**src/rtl/simon_pkg.sv**
```systemverilog
// Shared types and helpers for the Simon button front end.
package simon_pkg;

    localparam int NUM_BTN = 4;

    typedef enum logic [1:0] {
        IDLE,
        DEBOUNCE,
        REPORT,
        RELEASE
    } btn_state_t;

    typedef logic [1:0] btn_idx_t;

    function automatic logic [2:0] count_set(input logic [NUM_BTN-1:0] v);
        count_set = '0;
        for (int unsigned i = 0; i < NUM_BTN; i++) begin
            count_set = count_set + 3'(v[i]);
        end
    endfunction

    function automatic btn_idx_t onehot_idx(input logic [NUM_BTN-1:0] v);
        onehot_idx = '0;
        for (int unsigned i = 0; i < NUM_BTN; i++) begin
            if (v[i]) begin
                onehot_idx = btn_idx_t'(i);
            end
        end
    endfunction

endpackage

```
**src/rtl/simon_ms_tick.sv**
```systemverilog
// Millisecond tick generator; the period is latched whenever the count restarts.
module simon_ms_tick (
    input  logic        clk,
    input  logic        rst,
    input  logic [15:0] ticks_per_ms,
    input  logic        restart,
    output logic        tick
);

    logic [15:0] r_cnt;
    logic [15:0] r_limit;
    logic [15:0] w_limit_in;
    logic        w_wrap;

    assign w_limit_in = (ticks_per_ms == '0) ? 16'd1 : ticks_per_ms;
    // >= keeps the counter from running away if the latched limit ever shrinks
    assign w_wrap     = (r_cnt >= (r_limit - 16'd1));
    assign tick       = w_wrap && !restart;

    always_ff @(posedge clk) begin
        if (rst || restart) begin
            r_cnt   <= '0;
            r_limit <= w_limit_in;
        end else if (w_wrap) begin
            r_cnt   <= '0;
            r_limit <= w_limit_in;
        end else begin
            r_cnt   <= r_cnt + 16'd1;
        end
    end

endmodule

```
**src/rtl/simon_button_decoder.sv**
```systemverilog
// Debounces four player buttons into single press events with a valid/ready handshake.
module simon_button_decoder #(
    parameter int DEBOUNCE_MS = 20,
    parameter int NUM_BTN     = 4
) (
    input  logic                  clk,
    input  logic                  rst,
    input  logic [15:0]           ticks_per_ms,
    input  logic [NUM_BTN-1:0]    btn_inputs,
    output logic                  press_valid,
    output simon_pkg::btn_idx_t   press_idx,
    input  logic                  press_ready,
    output logic                  press_error
);

    import simon_pkg::*;

    localparam int            CW      = (DEBOUNCE_MS > 0) ? $clog2(DEBOUNCE_MS + 1) : 1;
    localparam logic [CW-1:0] MS_LAST = CW'(DEBOUNCE_MS - 1);

    if (DEBOUNCE_MS < 1) begin : g_bad_debounce
        $error("simon_button_decoder: DEBOUNCE_MS must be at least 1");
    end
    if (NUM_BTN != 4) begin : g_bad_num_btn
        $error("simon_button_decoder: NUM_BTN must be 4");
    end

    logic [NUM_BTN-1:0] r_sync1;
    logic [NUM_BTN-1:0] r_sync2;
    btn_state_t         r_state;
    logic [CW-1:0]      r_ms;
    logic               r_restart;
    logic               r_multi_seen;

    logic               w_tick;
    logic [2:0]         w_nset;
    logic               w_multi;
    logic [NUM_BTN-1:0] w_captured;

    always_ff @(posedge clk) begin
        if (rst) begin
            r_sync1 <= '0;
            r_sync2 <= '0;
        end else begin
            r_sync1 <= btn_inputs;
            r_sync2 <= r_sync1;
        end
    end

    assign w_nset  = count_set(r_sync2);
    assign w_multi = (w_nset > 3'd1);

    always_comb begin
        w_captured            = '0;
        w_captured[press_idx] = 1'b1;
    end

    // r_restart is registered, so the tick is masked for the first cycle of each new state
    simon_ms_tick u_ms_tick (
        .clk          (clk),
        .rst          (rst),
        .ticks_per_ms (ticks_per_ms),
        .restart      (r_restart),
        .tick         (w_tick)
    );

    always_ff @(posedge clk) begin
        if (rst) begin
            r_state      <= IDLE;
            r_ms         <= '0;
            r_restart    <= 1'b0;
            r_multi_seen <= 1'b0;
            press_valid  <= 1'b0;
            press_idx    <= '0;
            press_error  <= 1'b0;
        end else begin
            r_restart    <= 1'b0;
            press_error  <= 1'b0;
            r_multi_seen <= w_multi && (r_state == IDLE);
            case (r_state)
                IDLE: begin
                    if (w_nset == 3'd1) begin
                        press_idx <= onehot_idx(r_sync2);
                        r_ms      <= '0;
                        r_restart <= 1'b1;
                        r_state   <= DEBOUNCE;
                    end else if (w_multi && !r_multi_seen) begin
                        press_error <= 1'b1;
                    end
                end
                DEBOUNCE: begin
                    if (r_sync2 != w_captured) begin
                        press_error  <= w_multi;
                        r_multi_seen <= w_multi;
                        r_ms         <= '0;
                        r_restart    <= 1'b1;
                        r_state      <= IDLE;
                    end else if (w_tick) begin
                        if (r_ms == MS_LAST) begin
                            press_valid <= 1'b1;
                            r_ms        <= '0;
                            r_restart   <= 1'b1;
                            r_state     <= REPORT;
                        end else begin
                            r_ms <= r_ms + 1'b1;
                        end
                    end
                end
                REPORT: begin
                    if (press_ready) begin
                        press_valid <= 1'b0;
                        r_ms        <= '0;
                        r_restart   <= 1'b1;
                        r_state     <= RELEASE;
                    end
                end
                RELEASE: begin
                    if (r_sync2 != '0) begin
                        r_ms      <= '0;
                        r_restart <= 1'b1;
                    end else if (w_tick) begin
                        if (r_ms == MS_LAST) begin
                            r_ms      <= '0;
                            r_restart <= 1'b1;
                            r_state   <= IDLE;
                        end else begin
                            r_ms <= r_ms + 1'b1;
                        end
                    end
                end
                default: r_state <= IDLE;
            endcase
        end
    end

endmodule
```
**config.mk**
```make
export PLATFORM = sky130hd
export DESIGN_NAME = simon_button_decoder
export DESIGN_NICKNAME = d
export VERILOG_FILES = /design/src/rtl/simon_pkg.sv /design/src/rtl/simon_ms_tick.sv /design/src/rtl/simon_button_decoder.sv
export SDC_FILE = /design/constraint.sdc
export NUM_CORES = 1
export LEC_CHECK = 0
export BUFFER_PORTS_ARGS = -buffer_cell sky130_fd_sc_hd__buf_2
export CORE_MARGIN = 5
export CORE_UTILIZATION = 55
export DETAILED_ROUTE_END_ITERATION = 6
export HOLD_SLACK_MARGIN = 0.06
export PLACE_DENSITY = 0.75
export SLEW_MARGIN = 20
export SYNTH_ARGS = -nofsm -noshare
export SYNTH_HDL_FRONTEND = slang
export SYNTH_SLANG_ARGS = --single-unit
```
**constraint.sdc**
```tcl
create_clock -name clk -period 8.8 [get_ports clk]
set_input_delay 1.76 -clock clk [delete_from_list [all_inputs] [get_ports clk]]
set_output_delay 1.76 -clock clk [all_outputs]
set_load 0.02 [all_outputs]
```
---- Word level (Yosys, flattened, before mapping) ----
Index checks and enable logic that the tools add are counted.
Widths: inputs -> output; s select.
operators by class
  $add $sub $neg .......................... 6
  order comparisons ....................... 4
  eq/ne operators ......................... 16
  mux-type cells .......................... 42
  reduce and logical (&&, ||, !) cells .... 17
operator list
  kind                   count
  $mux 16                3
  $mux 5                 6
  $mux 2                 10
  $pmux 5 s4             1
  $mux 1                 17
  $add 16x1->16 const B  1
  $ge 16x16->1           1
  $logic_not 16->1       1
  $sub 16x1->16 const B  1
  $ne 2x2->1 const B     5
  $pmux 2 s4             1
  $reduce_and 7->1       1
  $ne 2x1->1 const B     3
  $add 5x1->5 const B    1
  $eq 5x5->1 const B     1
  $reduce_and 5->1       1
  $eq 2x2->1 const B     2
  $logic_and 1x1->1      4
  $ne 4x4->1             1
  $pmux 1 s2             2
  $pmux 1 s4             1
  $reduce_and 2->1       2
  $reduce_bool 2->1      2
  $reduce_bool 4->1      1
  other kinds (15)       16
word-level totals
  bits in registers ....................... 53
  output and inout bits ................... 4
  word-level logic and storage cells ...... 96

---- Longest topological paths before layout ----
Gate-level depths: netlist of the first run.
  depth in word-level cells ............... 8
  depth in mapped cells ................... 12
  depth with buffers taken out ............ 12

---- Cells and area by module ----
From an unflattened synthesis of the first run, not the netlist that was laid out.
second synthesis, totals
  cell total of the unflattened synthesis .. 306
  area, all modules ....................... 2904.0 µm²
by module, submodules not included
  module                instances  cells an instance  area an instance (µm²)  seq. area each (µm²)
  simon_ms_tick         1          189                1860.5                  800.8
  simon_button_decoder  1          117                1043.5                  420.4

---- Worst setup path after synthesis of the first run ----
Ideal clock, no wire load.
  path kind ............................... reg-to-reg
  from .................................... register u_ms_tick.r_limit[3]
  to ...................................... register u_ms_tick.r_limit[0] (enable)
  data arrival time ....................... 3109 ps
  required time ........................... 8450 ps
  slack ................................... 5341 ps
  stages on the path, launching flop included .. 11
  path buffers ............................ 1
  clock period less this slack ............ 3459 ps
  cell sequence ........................... edfxtp_1 > nor4_1 > nand3_1 > nor4_1 > xnor2_1 > ha_1 > nand4_2 > nor3_2 > or4b_4 > nand4_1 > buf_2
between the ends
  cells in the longest elaborated chain, start to end .. 3
ends and longest elaborated chain
  item                                line                 RTL
  start: declaration                  simon_ms_tick.sv:11  logic [15:0] r_limit;
  start signal: assignment            simon_ms_tick.sv:23  r_limit <= w_limit_in;
  start signal: assignment            simon_ms_tick.sv:26  r_limit <= w_limit_in;
  $sub 16x1->16                       simon_ms_tick.sv:17  assign w_wrap = (r_cnt >= (r_limit - 16'd1));
  $ge 16x16->1                        simon_ms_tick.sv:17
  $reduce_bool 2->1 (no source line)  --
No other way between the ends.
A chain may end at the register's enable or synchronous reset.

---- Worst setup path after layout of the first run ----
  from .................................... register u_ms_tick.r_limit[5]
  to ...................................... register u_ms_tick.r_limit[6] (enable)
Same word-level chain as after synthesis.

==> metrics.csv, run 1 <==
stage;metric;value;unit
routing;viasPerCell;5.403;
grt;grt_pass1_vias;1936;
timing;max_freq;0.2464;GHz
synth;synth-edff-count;16;
placed_design;hpwlAfterDp;3.780;mm
power;p_leak;1.266;nW
floorplan;initial_core_util;0.5647;
job;cap_violations;0;
power;swShare;0.2855;
grt;grt_max_degree;19;
power;switching_power;0.1472;mW
power;powerDensity;165.4;nW/µm²
clock_network;cts_resized;0;
grt;grt_usage;0.1587;
timing;min_period;4.058;ns
synth;netlist_area;2884;µm²
routing;drc;0;
clock_network;post_cts_buffers;0;
clock_network;cts-root-buf;clkbuf_8;
placed_design;placed_cells;379;
routing;detail_route.wl_per_cell;12.29;µm
floorplan;chipHeight;82.42;µm
power;p_int;0.3685;mW
power;peakVddDrop;0.00008682;V
timing;setup_tns;0;ns
routing;routed_wl;4.757;mm
timing;finalHoldViolCount;0;
floorplan;dieArea;6792;µm²
min_path;hp-class;reg -> reg;
power;power_frac_seq;0.569;
floorplan;num_rows;26;
clock_network;tritoncts;done;
grt;grt_first_pass_wirelength;8.328;mm
synth;synthFlopType;dfxtp_1;
timing;final.setup_skew;0.01107;ns
grt;antenna_found_initial;0;
floorplan;coreArea;5107;µm²
synth;synth.net_count;349;
setup_path;regToRegEndpoint;u_ms_tick.r_limit[6]$_SDFFCE_PN0P_;
final_layout;n_fill_cell;442;
routing;drt-pass1-iter-count;4;
synth;async_flop_share;0;
timing;hold_ws;0.4505;ns
setup_path;crit_required;8.85;ns
setup_path;cp-startpoint;u_ms_tick.r_limit[5]$_SDFFCE_PN0P_;
routing;dr_total_vias;2091;
routing;drtAntennaViolNets;0;
run_status;outcome;complete, no violations;
synth;ys_seq_area_frac;0.4234;
setup_path;reg2reg_from;u_ms_tick.r_limit[5]$_SDFFCE_PN0P_;
power;p_comb_frac;0.176;
clock_network;clkLatencyLatePin;0.31;ns
synth;synth_seq_cells;53;
routing;drt-initial-drc-count;82;
floorplan;die_w;82.42;µm
clock_network;hold_buffers;0;
setup_path;reg2reg_slack;4.74;ns
timing;finalSetupViolations;0;
setup_path;critPathCaptureType;flop;
placed_design;io_buffer_count;26;
synth;ys.warnings.count;0;
clock_network;cts.clk_slew.worst_paths;0.10;ns
clock_network;cts_max_level;2;
final_layout;antenna_cells;0;
timing;worst_pin_slew;0.7437;ns
final_layout;layout.nets;363;
placed_design;gp_congestion;0.8157;
timing;drv_slew;0;
clock_network;clock_path_buffers;2;
setup_path;worstPathMaxFanout;17;
timing;relSlewSlack;0.5027;
synth;synth.distinct_cells;50;
synth;syn_avg_cell_area;9.550;µm²
setup_path;r2r_cells;10;
setup_path;crit_type;reg -> reg;
power;power_frac_clock;0.255;
clock_network;cts.sinks;53;
setup_path;critPathCapture;u_ms_tick.r_limit[6]$_SDFFCE_PN0P_;
timing;period_share;0.4612;
final_layout;layout-drive-gt1-share;0.1420;
final_layout;final_cells;387;
timing;grt_setup_unrepaired;no;
final_layout;syn_to_final_growth;8.113;%
setup_path;crit_arrival;4.11;ns
setup_path;cp-start-kind;flop;
floorplan;io_pins;27;
grt;overflow;0;
synth;syn_inst;302;
clock_network;cts_made_buffers;5;
-- synth_stat cells, types with 2 or more instances --
| master | number | area [µm²] |
|---|---|---|
| or3b_2 | 2 | 17.52 |
| a32o_1 | 3 | 30.03 |
| nor2_1 | 32 | 120.1 |
| nor2b_1 | 8 | 50.05 |
| o21ai_0 | 9 | 45.04 |
| a21oi_1 | 12 | 60.06 |
| nor3_1 | 7 | 35.03 |
| nand3_1 | 7 | 35.03 |
| nor4_1 | 9 | 56.30 |
| or3_1 | 4 | 25.02 |
| ha_1 | 23 | 287.8 |
| xor2_1 | 11 | 96.34 |
| xnor2_1 | 15 | 131.4 |
| and2_1 | 3 | 18.77 |
| edfxtp_1 | 16 | 480.5 |
| and3b_1 | 2 | 17.52 |
| a41o_1 | 2 | 20.02 |
| dfxtp_1 | 37 | 740.7 |
| inv_1 | 14 | 52.55 |
| o21bai_1 | 2 | 15.01 |
| nor3b_1 | 2 | 15.01 |
| and3_1 | 7 | 43.79 |
| nand4_1 | 2 | 12.51 |
| clkbuf_1 | 19 | 71.32 |
| nand2b_1 | 2 | 12.51 |
| nand3b_1 | 4 | 30.03 |
| a21o_1 | 3 | 22.52 |
| a211oi_1 | 4 | 30.03 |
| nand2_1 | 19 | 71.32 |
| a211o_1 | 2 | 17.52 |
-- cell families after synthesis --
family	count (synthesis)	synth area share
compound gates	48	0.1284
xor+xnor	26	0.07896
simple gates	117	0.2178
buf+inv	34	0.04468
fa+ha+maj	24	0.1067
flops	53	0.4234
-- layer usage --
metal | up-vias | global-route usage | routed length (µm)
met5 | - | 0 | 0
met1 | 954 | 0.1798 | 2123
met2 | 31 | 0.2877 | 2393
met4 | 0 | 0.05814 | 74
li1 | 1096 | - | -
met3 | 10 | 0.03688 | 166
-- state kept, by name (all words and copies together), names as in the netlist, named ones only --
name               count
press_valid            1
press_error            1
r_state                1
u_ms_tick.r_limit     16
r_restart              1
r_ms                   5
press_idx              2
r_sync1                4
u_ms_tick.r_cnt       16
r_sync2                4
r_multi_seen           1
-- worst max-delay path, cell delays in order (launching register included) --
cell and delay, ns:
edfxtp_1 0.42, nor4_1 0.51, nand3_1 0.21, nor4_1 0.27, xnor2_1 0.17, ha_1 0.27, a21o_1 0.19, a21o_1 0.20
a2111oi_4 0.43, nand4_1 0.66, buf_4 0.46
-- cell type report --
class	count	area (µm²)	area share
clock buffer	5	68.82	0.02207
clock inverter	3	16.27	0.005217
inverter	14	52.55	0.01685
multi-input combinational	215	1534	0.4920
sequential	53	1221	0.3917
tap	70	87.58	0.02809
timing repair buffer	27	137.6	0.04414
-- cells in the final DEF (no fill, tap or decap), drive strengths merged, types with 3 or more instances in the layout --
cell and instances:
clkbuf 5, edfxtp 16, ha 23, nand2 19, nor3 8, nand3b 4, inv 15, nor2b 8
o21ai 9, and3 7, and2 4, a21oi 12, xnor2 15, a21o 3, a211oi 4, or3 4
nor4 9, nand3 7, dfxtp 37, nor2 32, a32o 3, xor2 11, buf 27, nand4 3
-- stage by stage --
step           total power [mW]  utilization  setup slack (ns)  area (µm²)
2_1_floorplan            0.3654            -             5.341        2884
5_1_grt                  0.5502       0.6105             4.371        3118
4_1_cts                  0.5226       0.6105             4.655        3118
6_report                 0.5158       0.6105             4.742        3118
3_5_place_dp             0.3907       0.5938             4.671        3033
3_3_place_gp             0.3874       0.5938             4.782        3033
-- worst min-delay path by stage --
stage	startpoint	endpoint	slack, ns	cells after the start
finish	r_sync1[2]$_SDFF_PP0_	r_sync2[2]$_SDFF_PP0_	0.45	1
global route	r_sync1[0]$_SDFF_PP0_	r_sync2[0]$_SDFF_PP0_	0.47	1
CTS	r_sync1[2]$_SDFF_PP0_	r_sync2[2]$_SDFF_PP0_	0.45	1
detailed placement	r_sync1[2]$_SDFF_PP0_	r_sync2[2]$_SDFF_PP0_	0.43	1
global placement	r_sync1[3]$_SDFF_PP0_	r_sync2[3]$_SDFF_PP0_	0.42	1
floorplan	r_sync1[0]$_SDFF_PP0_	r_sync2[0]$_SDFF_PP0_	0.41	1
-- power by group through the flow --
stage | logic [mW] | clock network [mW] | registers [mW]
3_3_place_gp | 0.0883 | 0 | 0.299
3_5_place_dp | 0.0914 | 0 | 0.299
6_report | 0.0905 | 0.132 | 0.294
5_1_grt | 0.104 | 0.149 | 0.298
4_1_cts | 0.0919 | 0.137 | 0.294
2_1_floorplan | 0.0713 | 0 | 0.294
(Power assumes the default switching activity.)
==> run 2, diff against run 1 <==
- clock period: 8.8 -> 3.88 ns (I/O delays scaled with it)
==> metrics.csv, run 2 (synthesis gave the netlist of run 1 again) <==
stage;metric;value;unit
clock_network;clkLatencyLatePin;0.31;ns
clock_network;cts_resized;0;
job;cap_violations;0;
final_layout;antenna_cells;0;
clock_network;post_cts_buffers;0;
timing;max_freq;0.2840;GHz
timing;finalSetupViolations;0;
grt;met2_usage;0.2877;
timing;setup_tns;0;ns
clock_network;cts-root-buf;clkbuf_8;
clock_network;hold_buffers;0;
grt;overflow;0;
setup_path;cp_slowest_stage_delay;0.51;ns
clock_network;cts_made_buffers;5;
floorplan;chipHeight;82.42;µm
final_layout;syn_to_final_growth;9.631;%
final_layout;final_cell_mix;dfxtp_1 (37), nor2_1 (32), buf_2 (26);
routing;drt-initial-drc-count;80;
timing;finalHoldViolCount;0;
setup_path;path_delay_family;simple AND/OR/NAND/NOR gates;
floorplan;coreArea;5107;µm²
power;peakVddDrop;0.0002861;V
clock_network;cts_max_level;2;
routing;drtAntennaViolNets;0;
clock_network;cts.clk_slew.worst_paths;0.11;ns
floorplan;initial_core_util;0.5647;
final_layout;layout-drive-gt1-share;0.1473;
setup_path;crit_arrival;3.72;ns
grt;grt_pass1_vias;1986;
routing;drc;0;
clock_network;tritoncts;done;
final_layout;regArea;1221;µm²
floorplan;die_w;82.42;µm
setup_path;crit_path_cell_trace;nor4_1, buf_4, nand3_1, nor3_1, xnor2_1, ha_1, nand4_2, nor3_2, or4b_4, a31oi_4, a211oi_1, a211o_1;
timing;grt_setup_unrepaired;no;
timing;min_period;3.521;ns
grt;grt_usage;0.1601;
setup_path;cp-start-kind;flop;
routing;detail_route.wl_per_cell;12.50;µm
final_layout;final_common_cell;dfxtp_1;
final_layout;multi_input_area;1534;µm²
timing;worst_pin_slew;0.5258;ns
setup_path;worstPathMaxFanout;10;
setup_path;crit_required;4.08;ns
grt;use_met3;0.02711;
timing;period_share;0.9074;
grt;grt_first_pass_wirelength;8.473;mm
placed_design;io_buffer_count;26;
grt;top_usage_layer;met2;
timing;drv_slew;0;
floorplan;num_rows;26;
power;p_leak;1.287;nW
placed_design;hpwlAfterDp;3.787;mm
setup_path;critPathCaptureType;flop;
clock_network;cts.sinks;53;
min_path;hp-class;reg -> reg;
routing;viasPerCell;5.422;
setup_path;slowest_stage;or4b_4;
floorplan;io_pins;27;
floorplan;dieArea;6792;µm²
final_layout;n_fill_cell;441;
setup_path;critPathBufInv;1;
timing;final.setup_skew;0.01829;ns
grt;antenna_found_initial;0;
routing;drt-pass1-iter-count;5;
final_layout;layout.nets;365;
setup_path;crit_type;reg -> reg;
run_status;outcome;complete, no violations;
power;power.total;1.246;mW
routing;dr_total_vias;2109;
routing;routed_wl;4.862;mm
power;powerDensity;394.1;nW/µm²
clock_network;clock_path_buffers;2;
placed_design;gp_congestion;0.8057;
grt;grt_max_degree;20;
timing;relSlewSlack;0.6404;
final_layout;reg.largest.list;u_ms_tick.r_cnt (16), u_ms_tick.r_limit (16), r_ms (5);
final_layout;final_util;0.6191;
grt;use_met1;0.1936;
## run 2: stage by stage
step / instances / instance area, µm² / hold slack (ns) / setup WS, ns
after floorplan: 302 / 2884 / 0.4138 / 0.4208
after global placement: 381 / 3048 / 0.4167 / 0.5255
after detailed placement: 381 / 3048 / 0.4255 / 0.4900
after CTS: 389 / 3162 / 0.4508 / 0.3352
after global routing: 389 / 3162 / 0.4662 / 0.1457
final: 389 / 3162 / 0.4483 / 0.3594
## run 2: where the power goes
part	leakage (nW)	total, mW	switching (mW)	internal [mW]
Clock	0.0587	0.373	0.179	0.194
Combinational	0.767	0.207	0.114	0.0927
Sequential	0.461	0.666	0.0467	0.620
## run 2: path summary, 6_finish.rpt
kind	start	end	slack [ns]	cells past startpoint
min reg2reg	r_sync1[2]$_SDFF_PP0_	r_sync2[2]$_SDFF_PP0_	0.45	1
min	r_sync1[2]$_SDFF_PP0_	r_sync2[2]$_SDFF_PP0_	0.45	1
max reg2reg	u_ms_tick.r_limit[3]$_SDFFCE_PN0P_	r_ms[3]$_SDFFE_PP0P_	0.36	12
max	u_ms_tick.r_limit[3]$_SDFFCE_PN0P_	r_ms[3]$_SDFFE_PP0P_	0.36	12
## run 2: layout make-up
type	instances	area share
timing repair buffer	29	0.04828
clock inverter	3	0.01425
sequential	53	0.3862
multi-input combinational	215	0.4852
tap	70	0.02770
clock buffer	5	0.02176
inverter	14	0.01662
## run 2: routing by layer
metal	vias up	routed length (µm)	part of all wire
li1	1106	-	-
met1	969	2177	0.45
met2	28	2480	0.51
met5	-	0	0
met3	6	154	0.032
met4	0	50	0.010
